==> config.mk <==
export PLATFORM = sky130hd
export DESIGN_NAME = bowling_score_engine
export DESIGN_NICKNAME = d
export VERILOG_FILES = /design/src/rtl/bowling_score_engine.sv
export SDC_FILE = /design/constraint.sdc
export NUM_CORES = 1
export LEC_CHECK = 0
export CORE_ASPECT_RATIO = 0.7
export CORE_UTILIZATION = 45
export CTS_CLUSTER_DIAMETER = 80
export DETAILED_ROUTE_END_ITERATION = 6
export HOLD_SLACK_MARGIN = 0.06
export PLACE_DENSITY = 0.66
export SYNTH_ARGS = -nofsm -noshare
export SYNTH_HDL_FRONTEND = slang
export SYNTH_SLANG_ARGS = --single-unit
==> constraint.sdc <==
create_clock -name clk -period 3.6 [get_ports clk]
set_input_delay 0.72 -clock clk [delete_from_list [all_inputs] [get_ports clk]]
set_output_delay 0.72 -clock clk [all_outputs]
set_load 0.02 [all_outputs]
==> src/rtl/bowling_score_engine.sv <==
// -----------------------------------------------------------------------------
// bowling_score_engine
//   Multi-player bowling scorer. Rolls arrive one at a time over a valid/ready
//   handshake; the engine keeps a running score per player, resolves strike and
//   spare bonuses as later rolls come in, tracks whose turn it is and flags the
//   end of the game.
//
// Ports
//   clk            rising-edge clock
//   reset          asynchronous active-low reset, clears all state
//   new_game       synchronous one-cycle pulse, same effect as reset; wins over
//                  a roll offered in the same cycle
//   roll_valid     roll_pins is presented
//   roll_pins      pins knocked down by the offered roll
//   roll_ready     engine can accept a roll (READY state only)
//   illegal        one-cycle pulse: offered roll exceeded the standing pins and
//                  was dropped
//   cur_player     player whose roll is expected next
//   cur_frame      frame index, 1-based
//   cur_roll       roll index within the frame (0, 1, 2)
//   pins_standing  pins up for the next roll
//   rd_player      score readout select
//   rd_score       registered score of rd_player, one-cycle latency
//   game_done      high once the last player has completed the last frame
// -----------------------------------------------------------------------------
module bowling_score_engine #(
  parameter int NUM_PLAYERS = 2,
  parameter int NUM_FRAMES  = 10,
  parameter int PIN_COUNT   = 10,
  parameter int SCORE_W     = 10,
  localparam int PW = (NUM_PLAYERS > 1) ? $clog2(NUM_PLAYERS) : 1,
  localparam int FW = $clog2(NUM_FRAMES + 1)
) (
  input  logic               clk,
  input  logic               reset,
  input  logic               new_game,
  input  logic               roll_valid,
  input  logic [3:0]         roll_pins,
  output logic               roll_ready,
  output logic               illegal,
  output logic [PW-1:0]      cur_player,
  output logic [FW-1:0]      cur_frame,
  output logic [1:0]         cur_roll,
  output logic [3:0]         pins_standing,
  input  logic [PW-1:0]      rd_player,
  output logic [SCORE_W-1:0] rd_score,
  output logic               game_done
);

  localparam logic [1:0] S_READY  = 2'd0;
  localparam logic [1:0] S_UPDATE = 2'd1;
  localparam logic [1:0] S_DONE   = 2'd2;

  localparam logic [3:0]    PIN_MAX     = 4'(PIN_COUNT);
  localparam logic [FW-1:0] LAST_FRAME  = FW'(NUM_FRAMES);
  localparam logic [PW-1:0] LAST_PLAYER = PW'(NUM_PLAYERS - 1);

  logic [1:0]         state_q, state_d;
  logic [SCORE_W-1:0] score_q [NUM_PLAYERS];
  logic [SCORE_W-1:0] score_d [NUM_PLAYERS];
  // Two bonus counters per player: each holds how many upcoming rolls still
  // score double because of an earlier strike (2) or spare (1).
  logic [1:0]         pa_q [NUM_PLAYERS];
  logic [1:0]         pa_d [NUM_PLAYERS];
  logic [1:0]         pb_q [NUM_PLAYERS];
  logic [1:0]         pb_d [NUM_PLAYERS];
  logic [PW-1:0]      cur_player_q, cur_player_d;
  logic [FW-1:0]      cur_frame_q, cur_frame_d;
  logic [1:0]         cur_roll_q, cur_roll_d;
  logic [3:0]         pins_standing_q, pins_standing_d;
  logic               mark_q, mark_d;       // last frame has earned its fill ball
  logic [3:0]         roll_q, roll_d;       // roll latched for the UPDATE cycle
  logic               illegal_q, illegal_d;
  logic [SCORE_W-1:0] rd_score_q, rd_score_d;

  // Per-roll scoring terms for the current player; only consumed in UPDATE.
  logic [1:0]         pa_cur, pb_cur, pa_dec, pb_dec, bonus, mult;
  logic [5:0]         gain;
  logic [SCORE_W:0]   sum;
  logic [SCORE_W-1:0] new_score;
  logic               is_last, clears, strike, spare, frame_end, game_end;

  always_comb begin
    pa_cur  = pa_q[cur_player_q];
    pb_cur  = pb_q[cur_player_q];
    mult    = 2'd1 + {1'b0, pa_cur != 2'd0} + {1'b0, pb_cur != 2'd0};
    gain    = {2'b00, roll_q} * {4'b0000, mult};
    sum     = {1'b0, score_q[cur_player_q]} + (SCORE_W + 1)'(gain);
    new_score = sum[SCORE_W] ? '1 : sum[SCORE_W-1:0];
    pa_dec  = (pa_cur != 2'd0) ? pa_cur - 2'd1 : 2'd0;
    pb_dec  = (pb_cur != 2'd0) ? pb_cur - 2'd1 : 2'd0;

    is_last = (cur_frame_q == LAST_FRAME);
    clears  = (roll_q == pins_standing_q);
    strike  = (cur_roll_q == 2'd0) && clears;
    spare   = (cur_roll_q == 2'd1) && clears;
    bonus   = is_last ? 2'd0 : (strike ? 2'd2 : (spare ? 2'd1 : 2'd0));

    // The last frame runs to a third ball only if a mark was made on one of
    // its first two balls.
    if (is_last) begin
      frame_end = ((cur_roll_q == 2'd1) && !mark_q && !clears) ||
                  (cur_roll_q == 2'd2);
    end else begin
      frame_end = strike || (cur_roll_q == 2'd1);
    end
    game_end = frame_end && is_last && (cur_player_q == LAST_PLAYER);
  end

  // NOTE: every *_d gets its default from *_q first so that no path through
  // the case statement leaves a variable unassigned and infers a latch.
  always_comb begin
    state_d         = state_q;
    score_d         = score_q;
    pa_d            = pa_q;
    pb_d            = pb_q;
    cur_player_d    = cur_player_q;
    cur_frame_d     = cur_frame_q;
    cur_roll_d      = cur_roll_q;
    pins_standing_d = pins_standing_q;
    mark_d          = mark_q;
    roll_d          = roll_q;
    illegal_d       = 1'b0;
    rd_score_d      = '0;
    if ({1'b0, rd_player} < (PW + 1)'(NUM_PLAYERS)) begin
      rd_score_d = score_q[rd_player];
    end

    case (state_q)
      S_READY: begin
        if (roll_valid) begin
          if (roll_pins > pins_standing_q) begin
            illegal_d = 1'b1;
          end else begin
            roll_d  = roll_pins;
            state_d = S_UPDATE;
          end
        end
      end

      S_UPDATE: begin
        score_d[cur_player_q] = new_score;
        pa_d[cur_player_q]    = pa_dec;
        pb_d[cur_player_q]    = pb_dec;
        // A new bonus goes into whichever counter is idle after this roll.
        if (bonus != 2'd0) begin
          if (pa_dec == 2'd0) pa_d[cur_player_q] = bonus;
          else                pb_d[cur_player_q] = bonus;
        end

        if (frame_end) begin
          cur_roll_d      = 2'd0;
          mark_d          = 1'b0;
          pins_standing_d = PIN_MAX;
          // Position freezes on the final frame so cur_frame never exceeds
          // NUM_FRAMES.
          if (!game_end) begin
            if (cur_player_q == LAST_PLAYER) begin
              cur_player_d = '0;
              cur_frame_d  = cur_frame_q + 1'b1;
            end else begin
              cur_player_d = cur_player_q + 1'b1;
            end
          end
        end else begin
          cur_roll_d      = cur_roll_q + 2'd1;
          mark_d          = mark_q | clears;
          // Inside the last frame a cleared rack is reset for the fill ball.
          pins_standing_d = (is_last && clears) ? PIN_MAX
                                                : pins_standing_q - roll_q;
        end
        state_d = game_end ? S_DONE : S_READY;
      end

      S_DONE: begin
        state_d = S_DONE;
      end

      default: state_d = S_READY;
    endcase

    if (new_game) begin
      state_d         = S_READY;
      for (int i = 0; i < NUM_PLAYERS; i++) begin
        score_d[i] = '0;
        pa_d[i]    = 2'd0;
        pb_d[i]    = 2'd0;
      end
      cur_player_d    = '0;
      cur_frame_d     = FW'(1);
      cur_roll_d      = 2'd0;
      pins_standing_d = PIN_MAX;
      mark_d          = 1'b0;
      roll_d          = 4'd0;
      illegal_d       = 1'b0;
      rd_score_d      = '0;
    end
  end

  // NOTE: sequential state is updated with non-blocking assignments only, so
  // every flop samples the pre-edge values regardless of statement order.
  always_ff @(posedge clk or negedge reset) begin
    if (!reset) begin
      state_q         <= S_READY;
      // NOTE: the per-player arrays are small flop banks, not RAM, so they are
      // cleared directly by reset.
      for (int i = 0; i < NUM_PLAYERS; i++) begin
        score_q[i] <= '0;
        pa_q[i]    <= 2'd0;
        pb_q[i]    <= 2'd0;
      end
      cur_player_q    <= '0;
      cur_frame_q     <= FW'(1);
      cur_roll_q      <= 2'd0;
      pins_standing_q <= PIN_MAX;
      mark_q          <= 1'b0;
      roll_q          <= 4'd0;
      illegal_q       <= 1'b0;
      rd_score_q      <= '0;
    end else begin
      state_q         <= state_d;
      score_q         <= score_d;
      pa_q            <= pa_d;
      pb_q            <= pb_d;
      cur_player_q    <= cur_player_d;
      cur_frame_q     <= cur_frame_d;
      cur_roll_q      <= cur_roll_d;
      pins_standing_q <= pins_standing_d;
      mark_q          <= mark_d;
      roll_q          <= roll_d;
      illegal_q       <= illegal_d;
      rd_score_q      <= rd_score_d;
    end
  end

  assign roll_ready    = (state_q == S_READY);
  assign game_done     = (state_q == S_DONE);
  assign illegal       = illegal_q;
  assign cur_player    = cur_player_q;
  assign cur_frame     = cur_frame_q;
  assign cur_roll      = cur_roll_q;
  assign pins_standing = pins_standing_q;
  assign rd_score      = rd_score_q;

endmodule

## After elaboration in Yosys (flattened, before gate mapping)

Index checks and enable logic that the tools add are counted.

| storage, ports and cells | value |
|---|---|
| bits in registers | 57 |
| bits of input ports | 9 |
| output and inout bits | 24 |
| word-level logic and storage cells | 141 |

| operators by class | value |
|---|---|
| add/sub/neg operators | 9 |
| multipliers | 1 |
| $lt $le $gt $ge | 4 |
| equal/unequal tests | 10 |
| multiplexer cells | 72 |
| bitwise logic cells | 3 |
| reductions and logical operators | 27 |

Operator list:

| kind | number |
|---|---|
| $mux W10 | 9 |
| $mux W4 | 21 |
| $mux W20 | 2 |
| $mux W2 | 18 |
| $bwmux W20 | 1 |
| $bwmux W4 | 4 |
| $reduce_bool A2 Y1 | 8 |
| $mux W1 | 14 |
| $add A10 B6 Y11 | 1 |
| $demux W10 S1 | 1 |
| $logic_and A1 B1 Y1 | 8 |
| $logic_not A2 Y1 | 3 |
| $mul A4 B2 Y6 | 1 |
| $ne A3 B3 Y1 const B | 2 |
| $pmux W2 S3 | 1 |
| $reduce_and A3 Y1 | 2 |
| $add A4 B1 Y4 const B | 1 |
| $eq A2 B1 Y1 const B | 2 |
| $eq A2 B2 Y1 const B | 2 |
| $eq A4 B4 Y1 | 1 |
| $eq A4 B4 Y1 const B | 1 |
| $ge A2 B2 Y1 const B | 2 |
| $gt A4 B4 Y1 | 1 |
| $ne A2 B2 Y1 const B | 2 |
| 14 further kinds | 18 |

## Depth between registers and ports, before layout

Gate-level depths: netlist of run 1.

| depth | value |
|---|---|
| depth in word-level cells | 13 |
| depth in mapped cells | 13 |
| depth with buffers taken out | 12 |

## Worst setup path before layout of run 1

Ideal clock, no wire load.

| path | value |
|---|---|
| path type | register -> register |
| start point | register cur_player_q (netlist: cur_player) |
| end point | register score_q[9] (netlist name) |
| data arrival time | 3.580 ns |
| setup slack | -0.102 ns |
| cell stages (with the launch flop) | 14 |
| path buffers | 1 |
| clock period less this slack | 3.702 ns |
| cells stage by stage | dfrtp_1 -> buf_6 -> mux2i_2 -> and2_1 -> ha_1 -> nor2_1 -> fa_1 -> ha_1 -> fa_1 -> a211oi_1 -> o21bai_1 -> o2111ai_1 -> nand2_1 -> a32o_1 |

| between the ends | value |
|---|---|
| longest elaborated chain between the ends | 13 |
| elaborated cells between the ends (all ways) | 25 |

Ends and longest elaborated chain:

| item | RTL line | source |
|---|---|---|
| start, declared | 67 | `logic [PW-1:0] cur_player_q, cur_player_d;` |
| start signal, assigned | 225 | `cur_player_q <= cur_player_d;` |
| $not A1 Y2 (not written as such) * | n/a |  |
| $mux W2 (not written as such) (3 in series) | 84 | `pa_cur = pa_q[cur_player_q];` |
| $reduce_bool A2 Y1 | 86 | `mult = 2'd1 + {1'b0, pa_cur != 2'd0} + {1'b0, pb_cur != 2'd0};` |
| $add A1 B1 Y2 | 86 |  |
| $add A2 B1 Y2 | 86 |  |
| $mul A4 B2 Y6 | 87 | `gain = {2'b00, roll_q} * {4'b0000, mult};` |
| $add A10 B6 Y11 | 88 | `sum = {1'b0, score_q[cur_player_q]} + (SCORE_W + 1)'(gain);` |
| $mux W10 | 89 | `new_score = sum[SCORE_W] ? '1 : sum[SCORE_W-1:0];` |
| $bwmux W20 * | 142 | `score_d[cur_player_q] = new_score;` |
| $mux W20 * | 129 | `case (state_q)` |
| $mux W20 * | 182 | `if (new_game) begin` |
| end signal, assigned | 222 | `score_q <= score_d;` |
| end, declared | 59 | `logic [SCORE_W-1:0] score_q [NUM_PLAYERS];` |

Mark *: on every way between the ends. The rest lies on a longest branch, timed or not. The select of a mux whose other input is x is not followed.
A chain may end at the register's enable or synchronous reset.

## Worst setup path after layout of run 1

| path | value |
|---|---|
| start point | register cur_player_q (netlist: cur_player) |
| end point | register score_q[18] (netlist name) |

The elaborated chain is that of the path after synthesis.

==> summary.txt, run 1 <==
Outcome -> completed
Num ports -> 33
Cell depth of the worst flop-to-flop path -> 12
Clk slew on worst S/H paths -> 0.07 ns
Critical path cell sequence -> mux2i_4, and2_1, ha_1, nand2b_4, fa_1, inv_1, ha_4, o21ai_1, o21a_2, or2_0, o311a_1, a31o_1
Post-Layout Inst Area -> 4200 um2
Synth warn -> 0
Via/cell ratio -> 5.63
Final slew viol count -> 0
Combinational share of power -> 0.239
Placer Congestion -> 0.852
Global routing's busiest layer -> met2
CTS tree -> yes
Cell variety after synth -> 65
GRT overflow -> 0
Area after DPL -> 3970 um2
Diode count -> 0
FF-to-FF Start -> cur_player
Num Clock Sinks -> 57
Sw frac -> 0.324
Number of global-route vias before repair -> 2,637
Hold Slack -> 0.341 ns
Post-route core utilization -> 0.567
Port Buffers -> 32
Psw -> 0.530 mW
Clock Path Buffers -> 2
GR Util All Layers -> 0.226
Iteration-0 DRC Markers -> 176
Sequential power share -> 0.429
Met1 usage -> 0.326
Clock Latency Late Sink -> 0.35 ns
CP Launch Type -> flip-flop
Hold Crit Class -> in -> async
Area leader, netlist -> dfrtp_1
Reg2Reg Setup Slack -> 0.18 ns
FMAX -> 292 MHz
Worst Tran Pin Value -> 0.900 ns
P_int -> 1.11 mW
Met2 usage in global routing -> 0.337
Cells after synthesis -> 354
Pwr per Cell Area -> 390 nW/um2
Number of synthesized flops with an enable pin -> 0
Core Area -> 7420 um2
# nets final -> 432
Initial antenna violation count -> 0
CTS Root Cell -> clkbuf_8
Hold Buf Count CTS -> 0
Remaining antenna violation count after routing -> 0
Synth cell count leaders -> dfrtp_1 (54), nand2_1 (35), nor2_1 (32)
WL per Instance -> 16.4 um
CP endpoint kind -> flip-flop
Largest net degree at the start of global routing -> 37
Mapped Area -> 3500 um2
Final Hold Vio Count -> 0
Final setup vio count -> 0
Setup TNS -> 0 ns
Top-count cell post-synth -> dfrtp_1
Total number of vias -> 2,823
Num rows -> 26
DIE WIDTH -> 107 um
Critical Path Max Stage Delay -> 0.50 ns
Leak -> 1.88 nW
Max-slew headroom -> 0.398
Worst Setup SP -> cur_player
Setup WS post-layout -> 0.180 ns
Initial core utilization -> 0.472
VDD IR max -> 0.196 mV
Setup Crit Path Kind -> reg -> reg
Layout area overhead -> 20.0%
RSZ-0062 raised after global routing -> false
Drt drc -> 0
Critical Path RT -> 3.84 ns
Post-synthesis sequential area ratio -> 0.408
Flops & latches, synth -> 57
Met3 Use GR -> 0.0547
CP max stage cell -> fa_1
CTS Buf Count -> 9
Max Cap Violations -> 0
Dpl hpwl -> 5.83 mm
Detailed Routing Iterations Pass 1 -> 5
Share of layout cells above drive strength 1 -> 0.151
Final period util -> 0.950
First-pass GRT wire length -> 13.6 mm
Clock Power Share -> 0.332
Post-Syn Area per Cell -> 9.90 um2
Post-synth top flop -> dfrtp_1
Post-synth ARST share -> 1.00
H-tree levels -> 3
Synth top area share -> 0.386
Skew final -> 0.00867 ns
Synthesized Nets -> 388
Period minus WS final -> 3.42 ns
Top cells by area, synth -> dfrtp_1 (39%), ha_1 (7.1%), mux2i_1 (6.0%)
WL final -> 8.23 mm
Die Ht -> 75.8 um
R2r endpoint -> score_q[18]
CP max FO -> 7
Crit path DAT -> 3.66 ns
Die area -> 8150 um2
Pre-CTS WS -> 0.00406 ns
## power by group through the flow
| stage | clock network (mW) | registers, mW | logic (mW) |
|---|---|---|---|
| after CTS | 0.562 | 0.701 | 0.381 |
| after global routing | 0.585 | 0.706 | 0.431 |
| after floorplan | 0 | 0.714 | 0.251 |
| after detailed placement | 0 | 0.712 | 0.377 |
| final | 0.544 | 0.702 | 0.392 |
| after global placement | 0 | 0.711 | 0.369 |
## state kept, by name, summed over array words and instances, names as in the netlist
name / count
cur_player: 1
mark_q: 1
pa_q: 4
cur_frame: 4
roll_q: 4
rd_score: 10
state_q: 2
score_q: 20
illegal: 1
cur_roll: 2
pins_standing: 4
pb_q: 4
## kinds of logic after synthesis
family / share of synthesized area
simple gates: 0.184
compound gates: 0.161
flops: 0.408
buf+inv: 0.0354
mux: 0.0886
fa+ha+maj: 0.100
xor+xnor: 0.0229
## worst max-delay path by stage
| stage | cells after the start | endpoint |
|---|---|---|
| after global placement | 12 | score_q[9] |
| after CTS | 12 | score_q[19] |
| after detailed placement | 12 | score_q[19] |
| after floorplan | 13 | score_q[9] |
| after global routing | 13 | score_q[19] |
| final | 12 | score_q[18] |
## per-layer routing
metal  share of wire  routed length, um
met1            0.51               4220
met2            0.42               3450
met3           0.057                467
met4           0.011                 93
met5               0                  0
## through the flow
step / std cells / power (mW)
2_1_floorplan: 354 / 0.965
4_1_cts: 499 / 1.64
3_5_place_dp: 483 / 1.09
3_3_place_gp: 483 / 1.08
5_1_grt: 501 / 1.72
6_report: 501 / 1.64
## what timing repair did
action,4_1_cts,5_1_grt
resized for setup,1,8
pin swaps,0,3
buffers inserted,0,2
endpoints found under the setup margin,2,19
## cells in the final DEF, fill, tap and decap left out, drive strengths merged, types with 13 or more instances in the layout
cell,Yosys,final
buf,4,14
nand2,35,35
inv,17,17
a21oi,16,16
clkbuf,8,13
o21ai,21,21
dfrtp,54,54
clkdlybuf4s50,0,31
ha,20,20
nor3,14,14
nor2,32,32
mux2i,22,22
## worst max-delay path, delay by kind of cell (launching register included)
| family | cells | cell delay (ns) |
|---|---|---|
| AOI/OAI and AO/OA | 4 | 0.86 |
| adders and majority gates | 3 | 1.16 |
| buffers and inverters | 1 | 0.06 |
| DFF | 1 | 0.47 |
| muxes | 1 | 0.20 |
| and+or+nand+nor | 3 | 0.55 |
## final cells by class
type	count	area [um2]
Multi-Input combinational cell	268	2000
Timing Repair Buffer	45	413
Fill cell	634	3210
Clock inverter	3	15.0
Inverter	17	63.8
Sequential cell	57	1430
Clock buffer	13	159
Tap cell	98	123
Power figures use the tool's default switching activity.
==> inputs of run 2 (changes only) <==
--- a/config.mk
+++ b/config.mk
@@ -8,6 +8,7 @@
 export CORE_ASPECT_RATIO = 0.7
 export CORE_UTILIZATION = 45
 export CTS_CLUSTER_DIAMETER = 80
+export CTS_CLUSTER_SIZE = 30
 export DETAILED_ROUTE_END_ITERATION = 6
 export HOLD_SLACK_MARGIN = 0.06
 export PLACE_DENSITY = 0.66
==> results of run 2 <==
The final DEF is identical to that of run 1; final timing and power are the same.
==> variant, RTL diff (flow settings as in run 2) <==
Make the reset (`reset`) synchronous in one clocked block. Comments in the files are not updated.
--- a/src/rtl/bowling_score_engine.sv
+++ b/src/rtl/bowling_score_engine.sv
@@ -199,7 +199,7 @@
 
   // NOTE: sequential state is updated with non-blocking assignments only, so
   // every flop samples the pre-edge values regardless of statement order.
-  always_ff @(posedge clk or negedge reset) begin
+  always_ff @(posedge clk) begin
     if (!reset) begin
       state_q         <= S_READY;
       // NOTE: the per-player arrays are small flop banks, not RAM, so they are
Formal check against the unedited RTL: differs if reset is asserted again (counterexample within 4 cycles, from zero or initial values and one cycle with reset low); with reset held inactive, the same outputs for 10 cycles.
==> variant against run 2 <==
- area after synthesis shrank 7.3%
- sequential cell count is the same
- critical path type unchanged
- routed wire length shrank 7.6%
- design area shrank 7.6%
- worst setup slack lost 0.025 ns
- cell count grew 1.2%
- worst hold slack gained 0.14 ns
- synthesized cell count grew 6.2%
Power is not compared: it rests on default switching activity, and its combinational part moved more than twofold at a synthesized area within 25%.
==> variant: results (changes against run 2) <==
The total met3 wirelength after detailed routing came out at 458 um (was 467 um). The data arrival at the endpoint of the critical path came out at 3.70 ns (was 3.66 ns). Biggest area contributors in the synthesized netlist: sky130_fd_sc_hd__dfxtp_1 35%, sky130_fd_sc_hd__ha_1 7.7%, sky130_fd_sc_hd__a21oi_1 6.9% (was sky130_fd_sc_hd__dfrtp_1 39%, sky130_fd_sc_hd__ha_1 7.1%, sky130_fd_sc_hd__mux2i_1 6.0%). The total chip power came out at 1.23 mW.

The largest driver fanout on the critical path came to 6 (was 7). The worst-case hold slack was 0.478 ns (was 0.341 ns). The share of flip-flops with an asynchronous set or reset is 0% (was 100%). The number of filler instances in the final layout is 614 (was 634). Outcome: finished clean (unchanged). The met2 track demand over resource came to 32.7% (was 33.7%). The largest net degree at the start of global routing came out at 26 (was 37). The global routing usage on met1 is 30.5% (was 32.6%). The peak per-stage delay on the critical path was 0.44 ns (was 0.50 ns). The final estimated routing congestion in global placement came out at 0.909 (was 0.852). The count of placed standard cells including taps is 494 (was 483). The per-cell routed wire length came to 15.0 um (was 16.4 um). The number of resized instances in the post-cts repair step is 0 (was 1). The overall fraction of global-route tracks in use came out at 22.0% (was 22.6%). The met1 wire length was 3980 um (was 4220 um). The synthesized area per cell is 8.64 um^2 (was 9.90 um^2). The sequential area share after synthesis is 35.1% (was 40.8%). The worst clock skew was 0.00294 ns (was 0.00867 ns). The net count of the finished layout came out at 445 (was 432). The length of routed met2 wiring is 3080 um (was 3450 um).

The worst min-delay path category is register to register (was primary input to asynchronous set/reset pin). The launch point of the worst reg-to-reg path is pa_q[3] (was cur_player). The via count of the first global-routing pass is 2665 (was 2637).
## variant: cell types whose count changed in the layout (fill, tap and decap cells not counted), sizes merged, moves of 8 or more
cell / run 2 / this run
dfxtp: 0 / 57
dfrtp: 54 / 0
a21oi: 16 / 45
nand2: 35 / 17
o21ai: 21 / 31
a31oi: 2 / 10
## variant: layout make-up
cell class	count	area [um^2]	area share, %
Multi-Input combinational cell	283	2000	51.6
Clock buffer	12	145	3.74
Timing Repair Buffer	44	410	10.6
Tap cell	94	118	3.03
Inverter	16	60.1	1.55
Clock inverter	1	5.00	0.129
Sequential cell	57	1140	29.4
## variant: worst max path at each step
stage | start | endpoint | slack [ns] | depth (start not counted)
6_report | pa_q[3] | score_q[19] | 0.15 | 13
5_1_grt | pa_q[3] | score_q[9] | -0.02 | 13
4_1_cts | pa_q[3] | score_q[19] | 0.006 | 13
3_5_place_dp | pa_q[3] | score_q[19] | 0.11 | 13
3_3_place_gp | pa_q[3] | score_q[19] | 0.19 | 13
2_1_floorplan | cur_player | score_q[19] | 0.002 | 15
